`src/rtl/lr35902_dbg_pkg.sv`:
```
// ---------------------------------------------------------------------------
// lr35902_dbg_pkg
//   Shared definitions for the LR35902 debug UART transmit scheduler:
//   serializer state encoding, default bit period and the largest number of
//   requesters the arbiter is built to handle.
// ---------------------------------------------------------------------------
package lr35902_dbg_pkg;

  // Serializer frame phases. IDLE is the only phase in which a new byte can
  // be accepted from a requester.
  typedef enum logic [1:0] {
    SER_IDLE  = 2'd0,
    SER_START = 2'd1,
    SER_DATA  = 2'd2,
    SER_STOP  = 2'd3
  } ser_state_e;

  // cpu_clk cycles per UART bit when the parent does not override it
  localparam int DEF_BAUD_DIV = 12;

  // Arbiter datapaths are padded to this many requesters
  localparam int MAX_NUM_REQ = 4;

  // Width of a counter that runs 0..div-1; a divider of 1 still needs a bit
  function automatic int cnt_width(input int div);
    return (div > 1) ? $clog2(div) : 1;
  endfunction

endpackage

```
`src/rtl/lr35902_uart_tx_ser.sv`:
```
// ---------------------------------------------------------------------------
// lr35902_uart_tx_ser
//   8N1 UART serializer. A byte offered with i_start while idle is latched
//   and sent as START(0), eight data bits LSB first, STOP(1); each bit lasts
//   BAUD_DIV clocks. After STOP the block spends at least one cycle idle.
//
//   Ports:
//     i_clk    clock, all state changes on its rising edge
//     i_reset  synchronous active-high reset, aborts any frame in progress
//     i_start  accept i_data and begin a frame (only honoured while idle)
//     i_data   byte to transmit
//     o_tx     serial line, idle high
//     o_idle   high while the serializer can accept a byte
// ---------------------------------------------------------------------------
module lr35902_uart_tx_ser
  import lr35902_dbg_pkg::*;
#(
  parameter int BAUD_DIV = DEF_BAUD_DIV
) (
  input  logic       i_clk,
  input  logic       i_reset,
  input  logic       i_start,
  input  logic [7:0] i_data,
  output logic       o_tx,
  output logic       o_idle
);

  localparam int             CW       = cnt_width(BAUD_DIV);
  localparam logic [CW-1:0]  CNT_LAST = CW'(BAUD_DIV - 1);

  ser_state_e    r_state;
  ser_state_e    w_stateNxt;
  logic [CW-1:0] r_baudCnt;
  logic [2:0]    r_bitCnt;
  logic [7:0]    r_shift;
  logic          w_bitEnd;

  assign w_bitEnd = (r_baudCnt == CNT_LAST);

  // Next-state logic: each non-idle phase advances only on the last clock of
  // its bit period; DATA additionally waits for the eighth bit.
  always_comb begin
    w_stateNxt = r_state;
    case (r_state)
      SER_IDLE:  if (i_start) w_stateNxt = SER_START;
      SER_START: if (w_bitEnd) w_stateNxt = SER_DATA;
      SER_DATA:  if (w_bitEnd && (r_bitCnt == 3'd7)) w_stateNxt = SER_STOP;
      SER_STOP:  if (w_bitEnd) w_stateNxt = SER_IDLE;
      default:   w_stateNxt = SER_IDLE;
    endcase
  end

  always_ff @(posedge i_clk) begin
    if (i_reset) r_state <= SER_IDLE;
    else         r_state <= w_stateNxt;
  end

  // Bit timing and shift register. The byte is captured on the accept cycle
  // so later changes on the requester side cannot disturb the frame.
  always_ff @(posedge i_clk) begin
    if (i_reset) begin
      r_baudCnt <= '0;
      r_bitCnt  <= '0;
      r_shift   <= '0;
    end else if (r_state == SER_IDLE) begin
      r_baudCnt <= '0;
      r_bitCnt  <= '0;
      if (i_start) r_shift <= i_data;
    end else begin
      r_baudCnt <= w_bitEnd ? '0 : r_baudCnt + 1'b1;
      if ((r_state == SER_DATA) && w_bitEnd) begin
        r_bitCnt <= r_bitCnt + 3'd1;
        r_shift  <= {1'b0, r_shift[7:1]};
      end
    end
  end

  always_comb begin
    o_tx = 1'b1;
    case (r_state)
      SER_START: o_tx = 1'b0;
      SER_DATA:  o_tx = r_shift[0];
      default:   o_tx = 1'b1;
    endcase
  end

  assign o_idle = (r_state == SER_IDLE);

endmodule

```
`src/rtl/lr35902_dbg_tx_sched.sv`:
```
// ---------------------------------------------------------------------------
// lr35902_dbg_tx_sched
//   Shares one 8N1 UART serializer among NUM_REQ (2..4) byte requesters.
//   Arbitration happens only while the serializer is idle: round-robin from
//   r_rrPtr, except that a packet in progress (a byte sent with last=0) locks
//   every following grant to the same requester until its last byte.
//
//   Ports:
//     i_cpu_clk    sole clock
//     i_reset      synchronous active-high reset
//     i_req_valid  per-requester byte available
//     i_req_data   per-requester byte, requester i at [8i+7:8i]
//     i_req_last   final byte of requester i's packet
//     o_req_ready  one-hot combinational accept strobe
//     o_tx         UART line, idle high
//     o_busy       frame in flight or packet lock held
//     o_grant_id   requester owning the current or last frame
// ---------------------------------------------------------------------------
module lr35902_dbg_tx_sched
  import lr35902_dbg_pkg::*;
#(
  parameter int BAUD_DIV = DEF_BAUD_DIV,
  parameter int NUM_REQ  = 3
) (
  input  logic                 i_cpu_clk,
  input  logic                 i_reset,
  input  logic [NUM_REQ-1:0]   i_req_valid,
  input  logic [8*NUM_REQ-1:0] i_req_data,
  input  logic [NUM_REQ-1:0]   i_req_last,
  output logic [NUM_REQ-1:0]   o_req_ready,
  output logic                 o_tx,
  output logic                 o_busy,
  output logic [1:0]           o_grant_id
);

  logic       r_lock;
  logic [1:0] r_rrPtr;
  logic [1:0] r_grantId;

  logic                     w_serTx;
  logic                     w_serIdle;
  logic                     w_found;
  logic [1:0]               w_sel;
  logic [2:0]               w_idx;
  logic                     w_xfer;
  logic [7:0]               w_selData;
  logic                     w_selLast;
  logic [MAX_NUM_REQ-1:0]   w_validPad;
  logic [MAX_NUM_REQ-1:0]   w_lastPad;
  logic [8*MAX_NUM_REQ-1:0] w_dataPad;
  logic [MAX_NUM_REQ-1:0]   w_oneHot;

  // Pad the requester buses to the maximum width so a 2-bit index always
  // selects exactly within range regardless of NUM_REQ.
  assign w_validPad = MAX_NUM_REQ'(i_req_valid);
  assign w_lastPad  = MAX_NUM_REQ'(i_req_last);
  assign w_dataPad  = (8*MAX_NUM_REQ)'(i_req_data);

  // Grant selection. While locked only the packet owner (the last granted
  // requester) may be chosen, so a silent owner stalls everyone. Otherwise
  // scan rr_ptr, rr_ptr+1, ... modulo NUM_REQ and take the first valid one.
  always_comb begin
    w_found = 1'b0;
    w_sel   = '0;
    w_idx   = '0;
    if (r_lock) begin
      w_found = w_validPad[r_grantId];
      w_sel   = r_grantId;
    end else begin
      for (int k = 0; k < NUM_REQ; k++) begin
        w_idx = {1'b0, r_rrPtr} + 3'(k);
        if (w_idx >= 3'(NUM_REQ)) w_idx = w_idx - 3'(NUM_REQ);
        if (!w_found && w_validPad[w_idx[1:0]]) begin
          w_found = 1'b1;
          w_sel   = w_idx[1:0];
        end
      end
    end
  end

  // A transfer only happens in serializer idle; reset masks it so a pending
  // handshake never slips through on a reset cycle.
  assign w_xfer      = w_serIdle && w_found && !i_reset;
  assign w_oneHot    = MAX_NUM_REQ'(1) << w_sel;
  assign o_req_ready = w_xfer ? NUM_REQ'(w_oneHot) : '0;
  assign w_selData   = w_dataPad[{w_sel, 3'b000} +: 8];
  assign w_selLast   = w_lastPad[w_sel];

  // Lock and round-robin bookkeeping. The pointer moves past a requester only
  // when its packet completes, so a multi-byte packet is never split.
  always_ff @(posedge i_cpu_clk) begin
    if (i_reset) begin
      r_lock    <= 1'b0;
      r_rrPtr   <= '0;
      r_grantId <= '0;
    end else if (w_xfer) begin
      r_grantId <= w_sel;
      if (w_selLast) begin
        r_lock  <= 1'b0;
        r_rrPtr <= (w_sel == 2'(NUM_REQ - 1)) ? 2'd0 : w_sel + 2'd1;
      end else begin
        r_lock  <= 1'b1;
      end
    end
  end

  lr35902_uart_tx_ser #(
    .BAUD_DIV (BAUD_DIV)
  ) u_ser (
    .i_clk   (i_cpu_clk),
    .i_reset (i_reset),
    .i_start (w_xfer),
    .i_data  (w_selData),
    .o_tx    (w_serTx),
    .o_idle  (w_serIdle)
  );

  // Outputs are forced to their reset values while reset is held, even
  // before the first reset edge has cleared the registers.
  assign o_tx       = i_reset ? 1'b1 : w_serTx;
  assign o_busy     = !i_reset && (!w_serIdle || r_lock);
  assign o_grant_id = i_reset ? 2'd0 : r_grantId;

endmodule

```
`config.mk`:
```
export PLATFORM = sky130hd
export DESIGN_NAME = lr35902_dbg_tx_sched
export DESIGN_NICKNAME = d
export VERILOG_FILES = /design/src/rtl/lr35902_dbg_pkg.sv /design/src/rtl/lr35902_uart_tx_ser.sv /design/src/rtl/lr35902_dbg_tx_sched.sv
export SDC_FILE = /design/constraint.sdc
export NUM_CORES = 1
export LEC_CHECK = 0
export CAP_MARGIN = 30
export CELL_PAD_IN_SITES_DETAIL_PLACEMENT = 1
export CELL_PAD_IN_SITES_GLOBAL_PLACEMENT = 1
export CORE_ASPECT_RATIO = 1.4
export CORE_MARGIN = 4
export CORE_UTILIZATION = 39
export CTS_CLUSTER_DIAMETER = 40
export DETAILED_ROUTE_END_ITERATION = 10
export PLACE_DENSITY = 0.87
export SLEW_MARGIN = 20
export SYNTH_ARGS = -nofsm -noshare
export SYNTH_HDL_FRONTEND = slang
export SYNTH_SLANG_ARGS = --single-unit
```
`constraint.sdc`:
```
create_clock -name i_cpu_clk -period 4.41 [get_ports i_cpu_clk]
set_input_delay 0.882 -clock i_cpu_clk [delete_from_list [all_inputs] [get_ports i_cpu_clk]]
set_output_delay 0.882 -clock i_cpu_clk [all_outputs]
set_load 0.01 [all_outputs]
```
==> After elaboration in Yosys (flattened, before gate mapping) <==
Index checks and enable logic that the tools add are counted.
{ "totals": {"ff_bits": 22, "inputBits": 32, "output_inout_bits": 7, "word_cells": 94} }
{ "classes": {"add_sub_neg": 8, "magnitude_cmp": 8, "n_eq_ne": 10, "shift": 2, "n_mux": 40, "reduce_logical": 19} }
{ "ops": {"columns": ["op", "n"], "rows": [
  ["2-bit 2-to-1 mux", 16],
  ["32-bit by 6-bit indexed part select with 8-bit output", 1],
  ["8-bit 2-to-1 mux", 3],
  ["2-bit by 3-bit < comparator with 1-bit output, second input constant", 5],
  ["1-bit 2-to-1 mux", 13],
  ["1-bit binary-select mux with 2-bit select", 5],
  ["2-bit by 1-bit inequality test with 1-bit output, second input constant", 4],
  ["2-bit case mux with 4 select lines", 1],
  ["1-bit logical AND", 7],
  ["2-bit == test, second input constant", 3],
  ["3-bit by 2-bit >= comparator with 1-bit output, second input constant", 2],
  ["2-bit subtractor, second input constant", 3],
  ["4-bit by 1-bit adder with 4-bit output, second input constant", 1],
  ["4-bit == test, second input constant", 1],
  ["1-bit zero test", 4],
  ["2-bit AND reduction", 2],
  ["4-bit AND reduction", 1],
  ["2-bit by 1-bit adder with 3-bit output, second input constant", 1],
  ["2-bit by 2-bit adder with 3-bit output, second input constant", 1],
  ["3-bit by 1-bit adder with 3-bit output, second input constant", 1],
  ["3-bit == test, second input constant", 1],
  ["3-bit 2-to-1 mux", 1],
  ["3-bit OR reduction", 1],
  ["1-bit by 2-bit << shifter with 3-bit output, first input constant", 1],
  ["other kinds (8)", 8]
]} }

==> Longest topological paths before layout <==
{ "depth": {"depth_word": 19, "depth_mapped": 10, "depth_no_buf": 8} }

==> Hierarchy <==
From an unflattened synthesis, not the netlist that was laid out.
{ "hier_totals": {"cells_unflattened": 184, "area_unflattened_um2": 1679.1} }
{ "modules_own_cells": {"columns": ["module", "n_inst", "cells_each", "area_per_inst_um2", "seq_area_each_um2"], "rows": [
  ["lr35902_uart_tx_ser", 1, 94, 908.4, 340.3],
  ["lr35902_dbg_tx_sched", 1, 90, 770.7, 100.1]
]} }

==> Worst setup path after synthesis <==
OpenSTA, ideal clock, no wires.
{ "synth_path": {"path_type": "input to output", "start": "in i_req_valid[2]", "end": "out o_req_ready[1]", "t_arrival_ns": 2.456, "required_time_ns": 3.528, "path_slack_ns": 1.072, "path_stages": 7, "n_path_buf": 2, "path_cell_list": "buf_4 -> or3b_4 -> a221oi_2 -> a31oi_1 -> o31a_1 -> buf_6 -> nor3_1"} }
{ "synth_between": {"elab_chain_cells": 15} }
{ "synth_rtl": {"columns": ["item", "line", "rtl"], "rows": [
  ["start, declared", "lr35902_dbg_tx_sched.sv:27", "input logic [NUM_REQ-1:0] i_req_valid,"],
  ["1-bit binary-select mux with 2-bit select", "lr35902_dbg_tx_sched.sv:73", "if (!w_found && w_validPad[w_idx[1:0]]) begin"],
  ["1-bit 2-to-1 mux (implied by the code)", "lr35902_dbg_tx_sched.sv:73", null],
  ["1-bit 2-to-1 mux", "lr35902_dbg_tx_sched.sv:73", null],
  ["1-bit 2-to-1 mux", "lr35902_dbg_tx_sched.sv:66", "if (r_lock) begin"],
  ["1-bit zero test", "lr35902_dbg_tx_sched.sv:73", null],
  ["1-bit logical AND", "lr35902_dbg_tx_sched.sv:73", null],
  ["1-bit 2-to-1 mux", "lr35902_dbg_tx_sched.sv:73", null],
  ["1-bit 2-to-1 mux", "lr35902_dbg_tx_sched.sv:66", null],
  ["1-bit zero test", "lr35902_dbg_tx_sched.sv:73", null],
  ["1-bit logical AND", "lr35902_dbg_tx_sched.sv:73", null],
  ["1-bit 2-to-1 mux", "lr35902_dbg_tx_sched.sv:73", null],
  ["1-bit 2-to-1 mux", "lr35902_dbg_tx_sched.sv:66", null],
  ["1-bit logical AND (2 in series)", "lr35902_dbg_tx_sched.sv:83", "assign w_xfer = w_serIdle && w_found && !i_reset;"],
  ["3-bit 2-to-1 mux *", "lr35902_dbg_tx_sched.sv:85", "assign o_req_ready = w_xfer ? NUM_REQ'(w_oneHot) : '0;"],
  ["end, declared", "lr35902_dbg_tx_sched.sv:30", "output logic [NUM_REQ-1:0] o_req_ready,"]
]} }
Every way passes the cells marked *; elsewhere a longest branch is shown, timed or not. The select of a mux whose other input is x is not followed.

==> Worst setup path after layout <==
{ "layout_path": {"start": "in i_req_valid[0]", "end": "out o_req_ready[1]"} }
The elaborated chain is that of the path after synthesis.

==> flow_metrics.tcl <==
set metrics [dict create \
    avgSynthCellArea_um2 8.44 \
    seq_area_um2 440 \
    cpMostUsedCell "clkdlybuf4s50_1" \
    p_leak_nw 0.817 \
    cp_max_fo 6 \
    wl_per_cell_um 16.0 \
    path_delay_family "buffers and inverters" \
    io_buffers 38 \
    yosysMostFrequentCell "dfxtp_1" \
    drc 0 \
    async_reset_ff_share_pct 0 \
    yosysUniqueCellTypes 49 \
    routabilityCongestion 0.814 \
    die_w_um 61.9 \
    synth_fa_ha_area_share_pct 7.10 \
    fillers 488 \
    rows 27 \
    diodes 0 \
    die-area_um2 5170 \
    worst_r2r_startpoint "r_rrPtr[0]$_SDFFE_PP0P_" \
    start_util_pct 40.5 \
    setup_viol 0 \
    post-dp-hpwl_mm 3.29 \
    path_depth 7 \
    postCtsSetupRepairBufs 0 \
    ys_seq_area_share_pct 27.8 \
    syn_inst 188 \
    crit_end "o_req_ready[1]" \
    pin_count 39 \
    cts_tree "yes" \
    wirelength_mm 4.28 \
    antenna_found_initial 0 \
    tns_ps 0 \
    yosysTopAreaCellShare_pct 27.8 \
    r2r_setup_slack_ps 1390 \
    final_core_util_pct 52.9 \
    clock.fmax_mhz 236 \
    synth_common_cells "22 x dfxtp_1, 13 x or3_1, 12 x nor2_1" \
    rsz0062_at_grt "false" \
    synth_edf_count 0 \
    ant_nets 0 \
    drt-initial-drc-count 73 \
    synthSimpleGateAreaFrac_pct 26.7 \
    startpoint "i_req_valid[0]" \
    worst_slew_margin_rel_pct 61.6 \
    netlist_area_um2 1590 \
    multiInputGateArea_um2 1040 \
    status "finished clean" \
    grtUsageTotal_pct 17.4 \
    fin_total_pwr_mw 1.27 \
    area_growth_pct 30.7 \
    grt-ovfl-total 0 \
    hold_path_class "flop to flop" \
    clk_pin_slew_ps 90 \
    cts_max_level 1 \
    ys.flop_type "dfxtp_1" \
    reg2reg_depth 9 \
    synth-warning-count 0 \
    worst_ep_arrival_time_ps 3350 \
    critPathCaptureType "primary output" \
    drv_cap 0 \
    via_per_inst 5.88 \
    synthXorXnorAreaFrac_pct 1.66 \
    place_ws_ps 66.2 \
    grt_max_degree 20 \
    dp.cells 263 \
    crit_type "input port to primary output" \
    root_buffer "clkbuf_8" \
    synth_top_family_by_area "simple AND/OR/NAND/NOR gates" \
    fin_cells 267 \
    critical_path.cell_chain "clkdlybuf4s50_1 -> or3b_4 -> a221oi_2 -> a31oi_1 -> o31a_1 -> nor3_2 -> clkdlybuf4s50_1" \
    max_stage_delay_ps 580 \
    clock_sinks 22 \
    clock_latency_ps 270 \
    grt_pass1_vias 1624 \
    synthMuxAreaShare_pct 4.42 \
    final_layout_size_suffix_gt1_share_pct 8.48 \
    power_density_nw_per_um2 610 \
    coreArea_um2 3920 \
    synth_area_leader_cell "dfxtp_1" \
    critPathRequiredTime_ps 3530 \
    synth_area_leaders "dfxtp_1 28%, ha_1 7.1%, or3_1 5.1%" \
    synth_compound_area_share_pct 25.4 \
    hold_viol_final 0 \
    numCtsBuffers 3 \
    clock_path_buffers 2 \
    worstMarginPinSlew_ps 572 \
    period_share_pct 96.0 \
    ys_ff_latch 22 \
    startpoint_type "input port" \
    path_buf_inv 2 \
    grt_pass1_wl_mm 7.16 \
    nets 266 \
    first_pass_iters 4 \
    slew_violations 0 \
    layout_min_cycle_time_ps 4230 \
    die_h_um 83.5 \
    vdd_ir_drop_max_v 0.000326 \
    crit_slowest_cell "clkdlybuf4s50_1" \
    vias 1569 \
    finalClockSkew_ps 3.30 \
    fin_ws_ps 176 \
    r2r_end "u_ser.r_shift[0]$_SDFFE_PP0P_" \
    syn-num-nets 229 \
]
cell families after synthesis:
logic type | count (synthesis)
DFF | 22
xor gates and xnor gates | 3
and+or+nand+nor | 74
AOI/OAI and AO/OA | 50
buffers and inverters | 23
adders and majority gates | 9
muxes | 7
power breakdown:
group          internal (mW)  total (mW)  leakage (nW)  switching (mW)
clock network          0.121       0.194        0.0357          0.0731
logic                  0.351       0.765         0.600           0.414
registers              0.263       0.306         0.181          0.0432
flip-flops by register name, summed over array words and instances, names as in the netlist:
name,cells
u_ser.r_state,2
r_lock,1
r_grantId,2
u_ser.r_shift,8
u_ser.r_bitCnt,3
u_ser.r_baudCnt,4
r_rrPtr,2
final cells by class:
type,instances,area share (%)
Multi-Input combinational cell,143,50.2
Sequential cell,22,21.2
Timing Repair Buffer,44,20.5
Tap cell,43,2.60
Clock buffer,3,1.99
Inverter,11,1.99
Clock inverter,1,1.45
how the worst min path moves through the flow:
stage                                        from                             to  slack [ps]  depth (start not counted)
finish              u_ser.r_baudCnt[0]$_SDFF_PP0_  u_ser.r_baudCnt[0]$_SDFF_PP0_         460                          1
global route        u_ser.r_baudCnt[0]$_SDFF_PP0_  u_ser.r_baudCnt[0]$_SDFF_PP0_         480                          1
CTS                 u_ser.r_shift[1]$_SDFFE_PP0P_  u_ser.r_shift[1]$_SDFFE_PP0P_         480                          1
detailed placement  u_ser.r_shift[3]$_SDFFE_PP0P_  u_ser.r_shift[3]$_SDFFE_PP0P_         450                          1
global placement    u_ser.r_baudCnt[0]$_SDFF_PP0_  u_ser.r_baudCnt[0]$_SDFF_PP0_         430                          1
floorplan           u_ser.r_baudCnt[0]$_SDFF_PP0_  u_ser.r_baudCnt[0]$_SDFF_PP0_         420                          1
through the flow:
step                      hold WS, ps  area (um2)
after detailed placement          447        2000
after global routing              485        2070
final                             462        2070
after floorplan                   418        1590
after global placement            433        2000
after CTS                         476        2070
layer usage:
metal	vias up	wire length (um)	part of all wire (%)	global-route usage, %
li1	776	-	-	-
met1	752	1890	44	22.3
met2	34	2190	51	29.8
met3	7	140	3.3	1.86
met4	0	55	1.3	4.63
met5	-	0	0	0
timing repair:
action / CTS / global route
gates resized for setup: 0 / 1
endpoints found under the setup margin: 0 / 1
hold buffers: 0 / 0
worst reg2reg max path: stages (launching register included):
cell,delay [ps]
dfxtp_1,370
inv_1,50
ha_1,420
or3b_4,450
a221oi_2,260
a31oi_1,90
o31a_1,400
buf_4,200
or3_2,460
a32o_1,230
cell usage in the layout, fill, tap and decap left out, types with 2 or more instances in the layout:
cell | netlist | routed
ha_1 | 9 | 9
o32a_1 | 7 | 7
inv_1 | 11 | 11
nor2_1 | 12 | 12
nand3b_1 | 3 | 3
nand2b_1 | 5 | 5
xor2_1 | 2 | 2
a22oi_1 | 2 | 2
or3_1 | 13 | 13
nor3_2 | 1 | 2
o2111ai_1 | 2 | 2
clkbuf_8 | 0 | 3
nor3b_1 | 2 | 2
a32o_1 | 7 | 7
clkdlybuf4s50_1 | 0 | 38
or3_2 | 2 | 2
and2_1 | 7 | 7
nand2_1 | 6 | 6
a21oi_1 | 7 | 7
dfxtp_1 | 22 | 22
nor3_1 | 5 | 4
nor2b_1 | 2 | 2
nand3_1 | 8 | 8
mux2i_1 | 7 | 7
buf_4 | 1 | 6
o21ai_0 | 7 | 7
a31oi_1 | 2 | 2
a21o_1 | 4 | 4
and3_1 | 2 | 2
No activity file was read; power rests on OpenSTA's default activity.
==> edit 1: new RTL, same flow settings <==
Set the parameter `NUM_REQ` to 2 (it was 3).
--- a/src/rtl/lr35902_dbg_tx_sched.sv
+++ b/src/rtl/lr35902_dbg_tx_sched.sv
@@ -22,3 +22,3 @@
   parameter int BAUD_DIV = DEF_BAUD_DIV,
-  parameter int NUM_REQ  = 3
+  parameter int NUM_REQ  = 2
 ) (
Interface: changed (resized i_req_data, i_req_last, i_req_valid and o_req_ready); port bits go from 39 to 28. No check against the original RTL was run, so the function may have changed too.
==> edit 1 against the unedited design <==
Design area fell by 23%. Routed wire length fell by 21%. Sequential share of layout area rose by 6.4 points. Critical path type unchanged. Sequential cell count did not move. Setup slack improved by 630 ps. Area after synthesis fell by 23%. Hold slack got worse by 6.5 ps. Global-route usage rose by 0.75 points. Critical endpoint unchanged.
Power is not compared: it rests on default switching activity, and its combinational part moved more than twofold at a synthesized area within 25%.
==> edit 1: results (changes against the unedited design) <==
RR Endpoint: u_ser.r_shift[4]$_SDFFE_PP0P_
GR met1 Demand/Resource: 18.13% (-4.1 points)
DP Area: 1524 um^2 (-24%)
Final Critical Period: 3605 ps (-629.5 ps)
Post-route insts no fill: 197 (-26%)
Status: complete, no violations
Largest stage delay, worst path: 550 ps (-30 ps)
Final Skew: 3.278 ps (-0.01979 ps)
Layout cell share with drive strength beyond 1: 11.88% (+3.4 points)
Top post-synthesis cells by area: dfxtp_1 36%, mux2_2 8.3%, ha_1 8.2%
Port buffer count: 27 (-29%)
Layout fillers: 366 (-25%)
Post-synth top cells: 22 x dfxtp_1, 12 x a21oi_1, 9 x mux2_2
Post-Place Setup Slack: 792.4 ps (+726.2 ps)
Global-route wire length before repair: 5885 um (-18%)
Number of global-route vias before repair: 1250 (-23%)
Global placer's final weighted congestion: 0.8236 (+1.2%)
Avg Inst Size Synth: 9.232 um^2 (+9.4%)
Final hold slack: 455.2 ps (-6.479 ps)
GR Util met3: 2.778% (+0.92 points)
Reg2reg setup slack: 2150 ps (+760 ps)
Syn_nets: 162 (-29%)
WL/cell: 17.05 um (+6.5%)
Register area share after synthesis: 36.14% (+8.4 points)
Final #Nets: 191 (-28%)
==> edit 1: cell types whose count changed after synthesis, sizes merged, moves of 6 or more <==
cell	delta
a32o	-7
o32a	-7
o31ai	+6
nor2	-6
mux2	+9
nand3	-7
a22oi	+6
or3	-15
and2	-6
==> edit 1: power by group <==
group          switching [mW]  total (mW)  internal (mW)
clock network          0.0697       0.191          0.121
logic                   0.195       0.356          0.160
registers              0.0376       0.281          0.244
total                   0.302       0.828          0.525
==> edit 1: metal layers <==
metal	wire length [um]	part of all wire [%]
met1	1287	38
met2	1860	55
met3	127	3.8
met4	82	2.4
met5	0	0
==> edit 1: how the worst max path moves through the flow <==
stage / depth (start not counted) / start / endpoint
floorplan: 4 / i_req_valid[0] / o_req_ready[0]
global placement: 6 / i_req_valid[0] / o_req_ready[1]
detailed placement: 6 / i_req_valid[0] / o_req_ready[1]
CTS: 6 / i_req_valid[0] / o_req_ready[1]
global route: 6 / i_req_valid[0] / o_req_ready[1]
finish: 6 / i_req_valid[0] / o_req_ready[1]
==> edit 1: logic make-up (layout without fill, tap and decap cells) <==
group,count (synthesis),count (layout),share of synthesized area [%]
AO/OA/AOI/OAI,37,37,20.94
AND/OR/NAND/NOR,36,36,15.50
flip-flops,22,22,36.14
multiplexers,14,14,12.42
buffers and inverters,12,40,4.620
adder cells (fa/ha/maj),8,8,8.214
XOR/XNOR,3,3,2.156
==> edit 1: cell type report <==
class                           instances  area share [%]
Multi-Input combinational cell         98           45.25
Inverter                                6           1.412
Tap cell                               37           2.902
Clock inverter                          1           1.882
Sequential cell                        22           27.61
Clock buffer                            3           2.588
Timing Repair Buffer                   30           18.35
==> edit 2: new RTL, same flow settings <==
Without the edit above. Encoding of `ser_state_e`: now one-hot (4 bits for 4 states).
--- a/src/rtl/lr35902_dbg_pkg.sv
+++ b/src/rtl/lr35902_dbg_pkg.sv
@@ -10,7 +10,7 @@
   // be accepted from a requester.
-  typedef enum logic [1:0] {
-    SER_IDLE  = 2'd0,
-    SER_START = 2'd1,
-    SER_DATA  = 2'd2,
-    SER_STOP  = 2'd3
+  typedef enum logic [3:0] {
+    SER_IDLE  = 4'b0001,
+    SER_START = 4'b0010,
+    SER_DATA  = 4'b0100,
+    SER_STOP  = 4'b1000
   } ser_state_e;
Behaviour: no difference found for any inputs over 10 cycles, from zero or initial values and one cycle with i_reset high; not proved beyond that.
==> edit 2 against the unedited design <==
Setup slack improved by 65 ps. Largest cell class unchanged. Area after synthesis increased by 11%. Total power increased by 0.93%. Sequential cell count increased by 2. Critical endpoint is now o_req_ready[0]. Combinational power decreased by 2%. Design area increased by 7.5%. Maximum frequency increased by 1.6%. Non-clock buffer count increased by 1. Highest routed layer unchanged. Routed wire length increased by 28%.
==> edit 2: results (changes against the unedited design) <==
Setup bufs post-CTS: 0 (unchanged)
Initial DRC Count: 89 (+22%)
Largest registers: u_ser.r_shift: 8 flops, u_ser.r_baudCnt: 4 flops, u_ser.r_state: 4 flops
Netlist cell types: 58 (+18%)
Static Leak: 0.8588 nW (+5.1%)
Syn_nets: 232 (+1.3%)
Core area: 4309 um^2 (+10%)
Register area share after synthesis: 27.33% (-0.43 points)
Clock slew at reported path FFs: 90 ps (about the same)
Inst Count DP: 287 (+9.1%)
Top post-synthesis cells by area: dfxtp_1 27%, a221oi_2 6.0%, nor2_1 4.7%
Fin. Hold Viols: 0 (unchanged)
Post-synth top cells: 24 x dfxtp_1, 22 x nor2_1, 14 x inv_1
Final Skew: 6.952 ps (+3.654 ps)
Vias/cell: 5.759 (-2.0%)
Global-route wire length before repair: 8859 um (+24%)
Status: complete, no violations
Peak supply drop: 0.2608 mV (-20%)
Worst-path fanout max: 12 (+6)
Via count: 1676 (+6.8%)
Clk buf depth: 2 (unchanged)
WL final: 5485 um (+28%)
DP Area: 2158 um^2 (+8.1%)
Crit path launch: i_req_valid[1]
Largest net degree at the start of global routing: 15 (-25%)
Final #Nets: 269 (+1.1%)
Syn. warnings: 0 (unchanged)
GRT Overall Usage: 20.12% (+2.7 points)
Global placer's final weighted congestion: 0.7609 (-6.5%)
Cells after Synth: 195 (+3.7%)
Number of global-route vias before repair: 1753 (+7.9%)
Worst r2r src: r_rrPtr[0]$_SDFFE_PP0P_
DP Wirelength: 3962 um (+20%)
Slew @ Worst Pin: 785.9 ps (+214.3 ps)
Layout cell share with drive strength beyond 1: 16.02% (+7.5 points)
Largest stage delay, worst path: 520 ps (-60 ps)
Layout fillers: 521 (+6.8%)
## edit 2: changes by cell type after synthesis, sizes merged, moves of 4 or more
cell    delta
nor2b      +4
or3       -14
a32o       -6
nand2      +6
ha         -4
o32a       -7
nor2      +12
nand3      -6
a221oi     +6
mux2       +9
and2       -5
o32ai      +6
## edit 2: cell type report
type / instances / area share (%)
Inverter: 14 / 2.357
Sequential cell: 24 / 21.55
Tap cell: 60 / 3.367
Timing Repair Buffer: 45 / 19.42
Multi-Input combinational cell: 144 / 50.11
Clock buffer: 3 / 1.852
Clock inverter: 1 / 1.347
## edit 2: per-stage QoR
step                      power [mW]  hold slack [ps]  utilization (%)  worst slack (ps)
after global placement         1.035            431.3            50.09             336.1
after global routing           1.353            489.6            51.74             120.6
after detailed placement       1.060            444.2            50.09             279.3
final                          1.277            455.5            51.74             241.4
after CTS                      1.277            461.1            51.74             256.1
after floorplan               0.8769            417.5                -              1347
## edit 2: worst reg2reg max path, cell delays in order (launching register included)
cell	delay [ps]
dfxtp_1	440
inv_1	70
ha_1	420
nand2b_1	160
o2bb2ai_2	170
o41ai_4	550
buf_4	280
mux2_2	360
a221oi_2	270
o32ai_1	160
## edit 2: per-layer routing
metal	GRT usage (%)	routed length, um	vias to the layer above
li1	-	-	788
met1	23.07	2204	840
met2	38.55	3031	40
met3	1.809	167	8
met4	6.154	81	0
met5	0	0	-
## edit 2: path summary, 6_finish.rpt
kind	depth (start not counted)	slack, ps	endpoint
setup / recovery	9	240	o_req_ready[0]
hold / removal	1	460	u_ser.r_baudCnt[0]$_SDFF_PP0_
hold reg to reg	1	460	u_ser.r_baudCnt[0]$_SDFF_PP0_
setup reg to reg	9	1350	u_ser.r_shift[6]$_SDFFE_PP0P_
## edit 2: report_power, final
part / total, mW / internal, mW / switching [mW] / leakage (nW)
sequential: 0.329 / 0.268 / 0.0606 / 0.196
clock: 0.198 / 0.121 / 0.0760 / 0.0357
combinational: 0.750 / 0.329 / 0.422 / 0.627
total: 1.28 / 0.719 / 0.558 / 0.859
## edit 2: cell families (layout without fill, tap and decap cells)
logic type,count (synthesis),count (layout),synth area share (%)
compound gates,47,47,25.84
fa+ha+maj,5,5,3.559
buf+inv,27,63,9.110
mux,16,16,9.964
flops,24,24,27.33
simple gates,72,72,22.21
xor+xnor,4,4,1.993
